--- config.mk ---
export PLATFORM = sky130hd
export DESIGN_NAME = pipe_stage_skid_flat
export DESIGN_NICKNAME = d
export VERILOG_FILES = /design/src/rtl/pipe_pkg.sv /design/src/rtl/pipe_stage_skid_if.sv /design/src/rtl/pipe_entry.sv /design/src/rtl/pipe_stage_skid.sv /design/src/flat_wrapper.sv
export SDC_FILE = /design/constraint.sdc
export NUM_CORES = 1
export LEC_CHECK = 0
export ABC_CLOCK_PERIOD_IN_PS = 1850
export CAP_MARGIN = 20
export CORE_UTILIZATION = 23
export CTS_BUF_LIST = sky130_fd_sc_hd__clkbuf_2
export DETAILED_ROUTE_END_ITERATION = 8
export HOLD_SLACK_MARGIN = 0.06
export PLACE_DENSITY = 0.46
export SYNTH_ARGS = -nofsm -noshare
export SYNTH_HDL_FRONTEND = slang
export SYNTH_SLANG_ARGS = --single-unit
--- constraint.sdc ---
create_clock -name clk -period 1.85 [get_ports clk]
set_input_delay 0.185 -clock clk [delete_from_list [all_inputs] [get_ports clk]]
set_output_delay 0.185 -clock clk [all_outputs]
set_load 0.1 [all_outputs]
--- src/rtl/pipe_pkg.sv ---
// pipe_pkg: shared pipeline-stage widths, control-bit indices and kill masks
//   per-stage default DATA_W/CTRL_W, CTRL_* bit positions, *_KILL_MASK bubbles
package pipe_pkg;
    localparam int IFID_DATA_W  = 64;
    localparam int IFID_CTRL_W  = 16;
    localparam int IDEX_DATA_W  = 96;
    localparam int IDEX_CTRL_W  = 16;
    localparam int EXMEM_DATA_W = 96;
    localparam int EXMEM_CTRL_W = 16;
    localparam int MEMWB_DATA_W = 64;
    localparam int MEMWB_CTRL_W = 16;

    localparam int CTRL_MEM_WRITE = 0;
    localparam int CTRL_REG_WRITE = 1;
    localparam int CTRL_BRANCH    = 2;
    localparam int CTRL_JUMP      = 3;
    localparam int CTRL_HALT      = 4;

    function automatic logic [15:0] ctrl_bit(input int idx);
        return 16'(1) << idx;
    endfunction

    // IF/ID carries undecoded control, so a bubble clears all of it
    localparam logic [15:0] IFID_KILL_MASK  = '1;
    localparam logic [15:0] IDEX_KILL_MASK  = ctrl_bit(CTRL_MEM_WRITE) | ctrl_bit(CTRL_REG_WRITE)
                                            | ctrl_bit(CTRL_BRANCH) | ctrl_bit(CTRL_JUMP)
                                            | ctrl_bit(CTRL_HALT);
    localparam logic [15:0] EXMEM_KILL_MASK = ctrl_bit(CTRL_MEM_WRITE) | ctrl_bit(CTRL_REG_WRITE)
                                            | ctrl_bit(CTRL_HALT);
    localparam logic [15:0] MEMWB_KILL_MASK = ctrl_bit(CTRL_REG_WRITE) | ctrl_bit(CTRL_HALT);
endpackage

--- src/rtl/pipe_stage_skid_if.sv ---
// pipe_stage_skid_if: valid/ready payload channel between pipeline stages
//   valid/ready handshake, data (DATA_W), ctrl (CTRL_W), kill (bubble this transfer)
//   master drives the payload, slave returns ready
interface pipe_stage_skid_if
    import pipe_pkg::*;
#(
    parameter int DATA_W = IDEX_DATA_W,
    parameter int CTRL_W = IDEX_CTRL_W
);
    logic              valid;
    logic              ready;
    logic [DATA_W-1:0] data;
    logic [CTRL_W-1:0] ctrl;
    logic              kill;

    modport master (output valid, data, ctrl, kill, input ready);
    modport slave  (input valid, data, ctrl, kill, output ready);
endinterface

--- src/rtl/pipe_entry.sv ---
// pipe_entry: one valid+data+ctrl pipeline slot with load and clear
//   clk/rst, ld (capture d_* and set valid), clr (drop valid, keep payload), valid/data/ctrl out
module pipe_entry
    import pipe_pkg::*;
#(
    parameter int DATA_W = IDEX_DATA_W,
    parameter int CTRL_W = IDEX_CTRL_W
) (
    input  logic              clk,
    input  logic              rst,
    input  logic              ld,
    input  logic              clr,
    input  logic [DATA_W-1:0] d_data,
    input  logic [CTRL_W-1:0] d_ctrl,
    output logic              valid,
    output logic [DATA_W-1:0] data,
    output logic [CTRL_W-1:0] ctrl
);
    always_ff @(posedge clk) begin
        if (rst) begin
            valid <= 1'b0;
            data  <= '0;
            ctrl  <= '0;
        end else if (ld) begin
            valid <= 1'b1;
            data  <= d_data;
            ctrl  <= d_ctrl;
        end else if (clr) begin
            valid <= 1'b0;
        end
    end
endmodule

--- src/rtl/pipe_stage_skid.sv ---
// pipe_stage_skid: elastic pipeline register with 2-entry skid buffer, flush, kill and stall counter
//   clk/rst, flush (squash all in flight), up (slave channel in), dn (master channel out),
//   stall_cnt (saturating count of dn.valid && !dn.ready cycles)
module pipe_stage_skid
    import pipe_pkg::*;
#(
    parameter int                DATA_W    = IDEX_DATA_W,
    parameter int                CTRL_W    = IDEX_CTRL_W,
    parameter logic [CTRL_W-1:0] KILL_MASK = {CTRL_W{1'b1}},
    parameter int                CNT_W     = 16
) (
    input  logic               clk,
    input  logic               rst,
    input  logic               flush,
    pipe_stage_skid_if.slave   up,
    pipe_stage_skid_if.master  dn,
    output logic [CNT_W-1:0]   stall_cnt
);
    logic              m_v, s_v, rdy;
    logic              in_fire, out_fire, m_ld, m_clr, s_ld, s_clr, s_nxt;
    logic [DATA_W-1:0] m_data, s_data, m_d;
    logic [CTRL_W-1:0] m_ctrl, s_ctrl, m_c, cap_ctrl;

    always_comb begin
        in_fire  = up.valid & rdy;
        out_fire = m_v & dn.ready;
        cap_ctrl = up.kill ? up.ctrl & ~KILL_MASK : up.ctrl;
        // head refills from skid when it holds something, else straight from the input
        m_ld     = !flush & (s_v ? out_fire : in_fire & (!m_v | out_fire));
        m_clr    = flush | out_fire;
        s_ld     = !flush & m_v & !s_v & in_fire & !out_fire;
        s_clr    = flush | out_fire;
        s_nxt    = s_ld | (s_v & !s_clr);
        m_d      = s_v ? s_data : up.data;
        m_c      = s_v ? s_ctrl : cap_ctrl;
    end

    pipe_entry #(.DATA_W(DATA_W), .CTRL_W(CTRL_W)) u_m (
        .clk(clk), .rst(rst), .ld(m_ld), .clr(m_clr), .d_data(m_d), .d_ctrl(m_c),
        .valid(m_v), .data(m_data), .ctrl(m_ctrl)
    );

    pipe_entry #(.DATA_W(DATA_W), .CTRL_W(CTRL_W)) u_s (
        .clk(clk), .rst(rst), .ld(s_ld), .clr(s_clr), .d_data(up.data), .d_ctrl(cap_ctrl),
        .valid(s_v), .data(s_data), .ctrl(s_ctrl)
    );

    // ready tracks the next skid occupancy so it stays a plain flop with no path from dn.ready
    always_ff @(posedge clk) begin
        rdy <= rst ? 1'b0 : !s_nxt;
        if (rst)
            stall_cnt <= '0;
        else if (m_v & !dn.ready & ~&stall_cnt)
            stall_cnt <= stall_cnt + CNT_W'(1);
    end

    always_ff @(posedge clk)
        if (!rst) assert (m_v || !s_v);

    assign up.ready = rdy;
    assign dn.valid = m_v;
    assign dn.data  = m_data;
    assign dn.ctrl  = m_v ? m_ctrl : m_ctrl & ~KILL_MASK;
    assign dn.kill  = 1'b0;
endmodule

--- src/flat_wrapper.sv ---
// flat-port wrapper written by rule: the top's interface ports become plain ports
module pipe_stage_skid_flat import pipe_pkg::*;
#(
    parameter int                DATA_W    = IDEX_DATA_W,
    parameter int                CTRL_W    = IDEX_CTRL_W,
    parameter logic [CTRL_W-1:0] KILL_MASK = {CTRL_W{1'b1}},
    parameter int                CNT_W     = 16
)
  (clk, rst, flush, stall_cnt, up_valid, up_data, up_ctrl, up_kill, up_ready, dn_valid, dn_data, dn_ctrl, dn_kill, dn_ready);
  pipe_stage_skid_if #(.DATA_W(DATA_W), .CTRL_W(CTRL_W)) up_i ();
  pipe_stage_skid_if #(.DATA_W(DATA_W), .CTRL_W(CTRL_W)) dn_i ();
  input  logic clk;
  input  logic rst;
  input  logic flush;
  output logic [CNT_W-1:0] stall_cnt;
  input wire logic [$bits(up_i.valid)-1:0] up_valid;
  input wire logic [$bits(up_i.data)-1:0] up_data;
  input wire logic [$bits(up_i.ctrl)-1:0] up_ctrl;
  input wire logic [$bits(up_i.kill)-1:0] up_kill;
  output wire logic [$bits(up_i.ready)-1:0] up_ready;
  output wire logic [$bits(dn_i.valid)-1:0] dn_valid;
  output wire logic [$bits(dn_i.data)-1:0] dn_data;
  output wire logic [$bits(dn_i.ctrl)-1:0] dn_ctrl;
  output wire logic [$bits(dn_i.kill)-1:0] dn_kill;
  input wire logic [$bits(dn_i.ready)-1:0] dn_ready;
  assign up_i.valid = up_valid;
  assign up_i.data = up_data;
  assign up_i.ctrl = up_ctrl;
  assign up_i.kill = up_kill;
  assign up_ready = up_i.ready;
  assign dn_valid = dn_i.valid;
  assign dn_data = dn_i.data;
  assign dn_ctrl = dn_i.ctrl;
  assign dn_kill = dn_i.kill;
  assign dn_i.ready = dn_ready;
  pipe_stage_skid #(.DATA_W(DATA_W), .CTRL_W(CTRL_W), .KILL_MASK(KILL_MASK), .CNT_W(CNT_W)) u_core (.clk(clk), .rst(rst), .flush(flush), .up(up_i), .dn(dn_i), .stall_cnt(stall_cnt));
endmodule
==> reports/metrics.yaml, run 1 <==
final_layout:
  final_cell_area_sq_mm: 0.0163
  nNetsFinal: 1653
  drive_gt1_share_pct: 24.7
  fin_cells: 2129
  area_growth_pct: 65.8
  finish.utilization_pct: 38.8
hold_path:
  hold_class: "in -> reg"
  hold_path_depth: 3
clock_tree:
  clk_pin_slew_worst_paths_ns: 0.10
  htreeDepth: 3
  cts_tree: "yes"
  clk_latency_ns: 0.93
  clockRootBuffer: "clkbuf_2"
  cts.sinks: 243
  cts_max_path_buffers: 3
  cts_buffers: 74
timing:
  finalWorstSetupSlack_ns: -0.108
  drv_slew: 0
  hold_viol: 0
  finalSetupViolations: 16
  relSlewSlack_pct: 54.5
  fin_skew_ns: 0.0515
  fin_crit_sh_pct: 106
  rsz0062_at_grt: "true"
  min_period_ns: 1.96
  max_freq_ghz: 0.511
  worst_pin_slew_ns: 0.683
logic_synthesis:
  syn_area_per_cell_sq_um: 8.65
  syn_nets: 1257
  synthesis.instances: 1138
  synth_xor_area_share_pct: 0
  synth_fa_ha_area_share_pct: 0.127
  netlist_top_cells_count: "243 x dfxtp_1, 215 x nand2_1, 137 x a21oi_1"
  synth_cell_type_count: 37
  synth_ff_type: "dfxtp_1"
  syn_area_sq_mm: 0.00984
  ys_warn_count: 0
  synth.most_common_cell: "dfxtp_1"
  ys_ff_latch: 243
  yosysTopAreaCell: "dfxtp_1"
  netlist.area_leader.share_pct: 49.4
  synthArstFlopShare_pct: 0
  synth_mux_area_share_pct: 10.1
  synth_top_family_by_area: "simple AND/OR/NAND/NOR gates"
  synthSimpleGateAreaFrac_pct: 18.8
  yosysSeqAreaShare_pct: 49.4
  synth_edf_count: 0
  synth_compound_area_share_pct: 17.0
  synthTopCellsByArea: "dfxtp_1 49%, mux2i_1 10%, a211oi_1 8.9%"
worst_setup_path:
  crit_cells: 3
  crit_chain: "buf_12 > and2_4 > buf_12"
  cp_slowest_cell: "dfxtp_4"
  crit_buf_inv: 2
  rr_startpoint: "u_core.stall_cnt[7]"
  worstPathMaxFanout: 17
  startpoint: "u_core.u_m.valid"
  reg2reg_depth: 6
  arrival_ns: 1.77
  path_common_cell: "buf_12"
  critPathKind: "reg -> out"
  regToRegSetupSlack_ns: 0.08
  slowest_delay_ns: 0.37
  crit_required_ns: 1.66
  crit_family: "flip-flops"
  start_kind: "register"
  cp-endpoint: "dn_ctrl[1]"
  regToRegEndpoint: "u_core.stall_cnt[15]"
  critPathCaptureType: "output pin"
placed_design:
  hpwl_um: 20000
  place_inst: 1870
  gp_congestion: 0.767
  place_area_sq_mm: 0.0131
  port_buffers: 247
outcome:
  violations: "setup timing"
  status: "complete, but fails checks"
route:
  wl_per_cell_um: 15.4
  viasPerCell: 4.44
  first_pass_iters: 4
  vias: 9460
  routed_wl_um: 32700
  drtIter0Drc: 384
  drc: 0
  ant_nets: 0
grt:
  grt_max_degree: 85
  globalRouteOverflowTotal: 0
  antenna_found_initial: 6
  grtUsageTotal_pct: 14.6
  grt_pass1_vias: 9118
  grt_pass1_wl_um: 50300
power:
  total_power_uw: 12000
  max-vdd-ir-drop_mv: 0.425
  p_leak_uw: 0.00567
  p_per_area_mw_per_mm2: 737
die:
  fp.coreArea_sq_mm: 0.0420
  die_y_um: 209
  rows: 75
  die_w_um: 209
  dieArea_sq_mm: 0.0436
  io_pins: 249
  start_util_pct: 23.4
run:
  drv_cap: 0
[cell type report]
type | count | area, sq um
clock buffer | 102 | 510
timing repair buffer | 419 | 5340
multi-input combinational | 793 | 4630
antenna | 7 | 17.5
fill | 4253 | 25700
clock inverter | 23 | 140
sequential | 243 | 4990
inverter | 3 | 11.3
tap | 539 | 674
[timing repair]
item	in CTS	in global routing
hold buffers	118	0
gates cloned	0	2
endpoints found under the hold margin	243	0
pin swaps	2	5
setup endpoints to repair	128	80
buffers inserted	8	3
resized for setup	271	83
[cell usage in the layout (no fill, tap or decap), drive strengths merged, types with 7 or more instances in the layout]
cell / count
inv: 7
and2: 16
nor2: 120
diode: 7
clkinv: 17
nor3b: 16
clkdlybuf4s50: 116
nand2: 215
buf: 182
nor3: 7
nand3b: 18
a21oi: 137
clkbuf: 105
dfxtp: 243
a211oi: 117
mux2i: 98
o21ai: 9
dlygate4sd3: 118
[where the power goes]
part | switching, uW | leakage [uW] | internal [uW]
clock network | 2460 | 0.000498 | 1760
registers | 125 | 0.00201 | 5360
logic | 1370 | 0.00316 | 970
total | 3950 | 0.00567 | 8080
[worst min-delay path by stage]
stage	from	endpoint	slack, ns
3_5_place_dp	u_core.u_s.data[38]	u_core.u_s.data[38]	0.45
3_3_place_gp	u_core.u_s.data[4]	u_core.u_s.data[4]	0.44
2_1_floorplan	flush	u_core.u_m.valid	0.25
4_1_cts	rst	u_core.stall_cnt[10]	0.21
6_report	rst	u_core.stall_cnt[10]	0.35
5_1_grt	up_data[19]	u_core.u_s.data[19]	0.22
[flip-flops by register name (all words and copies together), names as in the netlist]
register          flops
u_core.stall_cnt     16
u_core.u_s.ctrl      16
u_core.u_m.data      96
u_core.u_m.valid      1
u_core.u_s.valid      1
u_core.u_m.ctrl      16
u_core.up.ready       1
u_core.u_s.data      96
[stage by stage]
stage               hold WS (ns)  TNS (ns)  setup slack, ns
floorplan                  0.254         0           0.0152
global route               0.221     -6.83           -0.299
detailed placement         0.446     -7.21           -0.139
global placement           0.441     -5.54          -0.0860
CTS                        0.208     -4.19           -0.271
finish                     0.350     -1.44           -0.108
[metal layers]
layer,vias up,wire length (um),GRT usage (%)
li1,4809,-,-
met1,4364,14500,17.5
met2,220,15700,24.2
met3,65,1640,4.06
met4,2,896,6.57
met5,-,13,0
[kinds of logic (layout without fill, tap and decap cells)]
group,Yosys count,in the layout
multiplexers,99,99
AND/OR/NAND/NOR,421,421
AO/OA/AOI/OAI,271,271
buffers and inverters,102,547
flip-flops,243,243
adder cells (fa/ha/maj),1,1
other,1,8
[worst min-delay path, stage by stage]
cell           delay, ns
dlygate4sd3_1       0.54
clkbuf_8            0.33
nor2_1              0.16
Note: power is estimated with default switching activity, not from simulation.
==> run 2: changes to the inputs <==
==> constraint.sdc (replaced) <==
create_clock -name clk -period 1.85 [get_ports clk]
set_input_delay 0.185 -clock clk [delete_from_list [all_inputs] [get_ports clk]]
set_output_delay 0.185 -clock clk [all_outputs]
set_load 0.005 [all_outputs]
==> run 2 against run 1 <==
Net effect:
- the run still ends with setup timing left
- sequential share of layout area up 0.44 points
- first-iteration DRC count up 2.6%
- total power down 9.2%
- clock power down 4%
- final cell count up 2.1%
- via count up 3.3%
- sequential power about the same
- global-route usage up 0.54 points
- critical path type unchanged
- highest routed layer unchanged
==> reports/metrics.yaml, run 2 (synthesized netlist as in run 1, its figures left out) <==
timing:
  rsz0062_at_grt: "true"
  hold_viol: 0
  worst_pin_slew_ns: 0.586
  fin_skew_ns: 0.0772
  min_period_ns: 2.02
  fin_crit_sh_pct: 109
  timing.setup.tns_ns: -3.73
  hold_ws_ns: 0.374
  max_freq_ghz: 0.495
  finalSetupViolations: 72
  drv_slew: 0
  finalWorstSetupSlack_ns: -0.172
  relSlewSlack_pct: 60.9
clock_tree:
  cts_max_path_buffers: 3
  clockRootBuffer: "clkbuf_2"
  cts.sinks: 243
  cts_tree: "yes"
  clk_pin_slew_worst_paths_ns: 0.11
  cts_buffers: 72
  htreeDepth: 3
  clk_latency_ns: 0.93
outcome:
  status: "complete, but fails checks"
  violations: "setup timing"
worst_setup_path:
  slowest_delay_ns: 0.40
  reg2reg_depth: 10
  crit_chain: "buf_6 > buf_6 > and2_4 > buf_6"
  cp-endpoint: "dn_ctrl[15]"
  startpoint: "u_core.u_m.valid"
  crit_buf_inv: 3
  start_kind: "register"
  cp_slowest_cell: "dfxtp_4"
  rr_startpoint: "u_core.u_m.valid"
  worstPathMaxFanout: 6
  path_common_cell: "buf_6"
  regToRegSetupSlack_ns: -0.13
  critPathCaptureType: "output pin"
  crit_cells: 4
  crit_family: "flip-flops"
  regToRegEndpoint: "u_core.u_m.data[50]"
  crit_required_ns: 1.66
  arrival_ns: 1.84
  critPathKind: "reg -> out"
die:
  die_w_um: 209
  start_util_pct: 23.4
  dieArea_sq_mm: 0.0436
  die_y_um: 209
  io_pins: 249
  fp.coreArea_sq_mm: 0.0420
  rows: 75
power:
  p_leak_uw: 0.00585
  p_per_area_mw_per_mm2: 679
  max-vdd-ir-drop_mv: 0.305
placed_design:
  hpwl_um: 20400
  port_buffers: 247
  gp_congestion: 0.783
  place_inst: 1884
grt:
  globalRouteOverflowTotal: 0
  grt_pass1_wl_um: 52300
  antenna_found_initial: 5
  grt_max_degree: 73
  grtUsageTotal_pct: 15.1
  grt_pass1_vias: 9389
final_layout:
  fin_cells: 2174
  nNetsFinal: 1701
  fillers: 4284
  multi_input_area_sq_mm: 0.00476
  final_common_cell: "nand2_1"
  regArea_sq_mm: 0.00499
  reg_top3: "u_core.u_m.data (96), u_core.u_s.data (96)"
  layout_common_cells: "214 x nand2_1, 159 x dfxtp_1, 137 x a21oi_1, 120 x nor2_1, 117 x dlygate4sd3_1"
  drive_gt1_share_pct: 24.1
  area_growth_pct: 63.4
route:
  drtIter0Drc: 394
  wl_per_cell_um: 16.2
  drc: 0
  ant_nets: 0
  vias: 9774
  routed_wl_um: 35200
  first_pass_iters: 7
  viasPerCell: 4.50
hold_path:
  hold_path_depth: 4
  hold_class: "in -> reg"
  hold_start: "up_data[3]"
run:
  drv_cap: 0
## run 2: changes by cell type in the layout (fill, tap and decap cells not counted), moves of 16 or more
| cell | change |
|---|---|
| buf_12 | -86 |
| dlygate4sd2_1 | +53 |
| clkdlybuf4s15_1 | +36 |
| a211oi_1 | -27 |
| a211oi_2 | +27 |
| dfxtp_2 | +25 |
| dfxtp_1 | -16 |
## run 2: layout make-up
cell class	count	area share [%]
antenna	8	0.125
inverter	3	0.0700
sequential	243	31.1
tap	539	4.19
clock buffer	107	3.33
timing repair buffer	469	31.2
clock inverter	12	0.451
multi-input combinational	793	29.6
## run 2: worst min path at each step
stage	to	slack [ns]
floorplan	u_core.u_m.valid	0.26
global route	u_core.u_s.data[4]	0.24
finish	u_core.u_s.data[3]	0.37
global placement	u_core.u_s.data[41]	0.44
CTS	u_core.u_s.data[3]	0.22
detailed placement	u_core.u_s.data[93]	0.45
## run 2: routing by layer
layer	wire (um)	vias to the layer above	GRT usage (%)
li1	-	4885	-
met1	15800	4595	18.7
met2	16900	230	24.8
met3	1660	62	3.97
met4	893	2	6.41
met5	17	-	0
## run 2: what timing repair did
item | CTS | global route
hold endpoints to repair | 243 | 0
pin swaps | 1 | 37
gates cloned | 5 | 15
resized for setup | 389 | 78
setup endpoints to repair | 197 | 99
buffers inserted | 22 | 10
hold buffers | 117 | 0
## run 2: worst register-to-register path, delay by kind of cell (launching register included)
kind / cells / cell delay [ns]
flip-flops: 1 / 0.40
buffers and inverters: 7 / 0.95
AND/OR/NAND/NOR: 1 / 0.14
AO/OA/AOI/OAI: 2 / 0.31
## run 2: stage by stage
step	utilization (%)	power [uW]	cell area [sq um]	setup WS, ns
finish	38.2	10900	16100	-0.172
global route	38.2	11600	16100	-0.375
CTS	36.6	11100	15400	-0.338
detailed placement	31.5	6680	13300	-0.167
global placement	31.5	6670	13300	-0.141
floorplan	-	5970	9840	0.217
## run 2: report_power, final
group / total, uW / switching, uW / internal, uW
registers: 5450 / 82.5 / 5370
logic: 1440 / 591 / 846
clock network: 4030 / 2380 / 1650
total: 10900 / 3060 / 7860
==> run 3: changes to the inputs <==
Settings changed: CELL_PAD_IN_SITES_DETAIL_PLACEMENT set to 0, CELL_PAD_IN_SITES_GLOBAL_PLACEMENT set to 1, PLACE_DENSITY 0.46 to 0.57.
==> run 3 against run 2 <==
Net effect:
- the flow still finishes with violations (setup timing)
- combinational power fell by 3%
- global-route usage fell by 0.44 points
- critical path depth did not move
- final cell count rose by 0.41%
- routed wire length fell by 3.6%
- critical endpoint is now dn_ctrl[9]
==> reports/metrics.yaml, run 3 (synthesized netlist as in run 1, its figures left out) <==
clock_tree:
  htreeDepth: 3
  cts.sinks: 243
  cts_max_path_buffers: 3
  clk_pin_slew_worst_paths_ns: 0.09
  cts_tree: "yes"
  cts_buffers: 74
  clk_latency_ns: 0.90
  clockRootBuffer: "clkbuf_2"
timing:
  fin_crit_sh_pct: 105
  min_period_ns: 1.95
  timing.setup.tns_ns: -1.83
  rsz0062_at_grt: "true"
  relSlewSlack_pct: 62.9
  finalWorstSetupSlack_ns: -0.0975
  drv_slew: 0
  finalSetupViolations: 55
  fin_skew_ns: 0.0446
  worst_pin_slew_ns: 0.557
  max_freq_ghz: 0.513
  hold_viol: 0
power:
  p_seq_share_pct: 49.6
  p_leak_uw: 0.00592
  combinationalPowerShare_pct: 12.8
  switching_share_pct: 27.7
  switchingPower_uw: 3040
  p_clk_share_pct: 37.6
  total_power_uw: 11000
  p_int_uw: 7940
  max-vdd-ir-drop_mv: 0.287
  p_per_area_mw_per_mm2: 683
route:
  vias: 9769
  first_pass_iters: 7
  wl_per_cell_um: 15.6
  viasPerCell: 4.48
  routed_wl_um: 34000
  ant_nets: 0
  drc: 0
  drtIter0Drc: 420
outcome:
  violations: "setup timing"
  status: "complete, but fails checks"
hold_path:
  hold_start: "rst"
  hold_class: "in -> reg"
die:
  fp.coreArea_sq_mm: 0.0420
  dieArea_sq_mm: 0.0436
  start_util_pct: 23.4
  rows: 75
  io_pins: 249
  die_w_um: 209
  die_y_um: 209
final_layout:
  layout_common_cells: "214 x nand2_1, 164 x dfxtp_1, 136 x a21oi_1, 119 x nor2_1, 118 x dlygate4sd3_1"
  finish.utilization_pct: 38.3
  final_cell_area_sq_mm: 0.0161
  final_common_cell: "nand2_1"
  fillers: 4341
  area_growth_pct: 63.5
  nNetsFinal: 1715
  reg_top3: "u_core.u_m.data (96), u_core.u_s.data (96)"
  drive_gt1_share_pct: 24.4
worst_setup_path:
  rr_startpoint: "u_core.u_m.valid"
  worstPathMaxFanout: 6
  crit_family: "buffers and inverters"
  arrival_ns: 1.76
  start_kind: "register"
  crit_chain: "buf_12 > buf_8 > and2_4 > buf_6"
  cp_slowest_cell: "dfxtp_4"
  crit_required_ns: 1.66
  slowest_delay_ns: 0.37
  startpoint: "u_core.u_m.valid"
  critPathKind: "reg -> out"
  critPathCaptureType: "output pin"
  crit_buf_inv: 3
grt:
  grtUsageTotal_pct: 14.7
  grt_max_degree: 74
  grt_pass1_wl_um: 51200
  globalRouteOverflowTotal: 0
  grt_pass1_vias: 9494
  antenna_found_initial: 2
placed_design:
  dpl_worst_slack_ns: -0.188
  place_area_sq_mm: 0.0133
  port_buffers: 247
  hpwl_um: 20300
  gp_congestion: 0.769
run:
  drv_cap: 0
-- run 3: cell types whose count changed in the layout (fill, tap and decap cells not counted), sizes merged --
cell	delta
bufinv	+1
inv	+3
dlygate4sd2	+9
clkinv	+5
diode	-6
clkbuf	-13
clkdlybuf4s15	-5
buf	+14
dlygate4sd3	+1
-- run 3: power by group through the flow --
stage / sequential (uW) / combinational [uW] / clock, uW
2_1_floorplan: 5560 / 406 / 0
4_1_cts: 5450 / 1290 / 4420
5_1_grt: 5470 / 1520 / 4710
3_3_place_gp: 5570 / 1110 / 0
6_report: 5450 / 1400 / 4130
3_5_place_dp: 5570 / 1120 / 0
-- run 3: final cells by class --
class                   instances  area [sq um]  area share, %
repair buffers                481          5000           31.1
diodes                          2          5.00         0.0311
well taps                     539           674           4.19
clock buffers                 101           505           3.14
inverters                       3          11.3         0.0700
clock inverters                21           135          0.840
flip-flops and latches        243          4990           31.0
multi-input cells             793          4770           29.6
-- run 3: final timing paths --
kind                              end  slack (ns)  cells past startpoint
setup / recovery           dn_ctrl[9]        -0.1                      4
setup reg to reg   u_core.u_m.ctrl[2]       -0.05                      9
hold / removal    u_core.u_s.data[26]        0.39                      3
hold reg to reg   u_core.u_s.data[92]        0.46                      2
-- run 3: through the flow --
stage          cells  hold slack [ns]
6_report        2183            0.393
5_1_grt         2182            0.305
4_1_cts         2150            0.231
3_5_place_dp    1893            0.446
3_3_place_gp    1893            0.441
2_1_floorplan   1138            0.263
-- run 3: per-layer routing --
layer | vias up | wire length (um) | global-route usage [%]
met4 | 0 | 850 | 6.82
met5 | - | 0 | 0
li1 | 4921 | - | -
met2 | 237 | 15800 | 23.6
met3 | 63 | 1850 | 3.88
met1 | 4548 | 15500 | 18.4
-- run 3: repair_timing --
item                                   CTS  global route
endpoints found under the hold margin  243             0
gates cloned                             1            13
setup endpoints to repair              130            59
pin swaps                                0            59
hold buffers                           118             0
buffers inserted                        19            20
gates resized for setup                392            61
-- run 3: tightest hold or removal path: cells and delay by family --
| kind | cells | cell delay [ns] |
|---|---|---|
| buf+inv | 2 | 0.97 |
| compound gates | 1 | 0.07 |
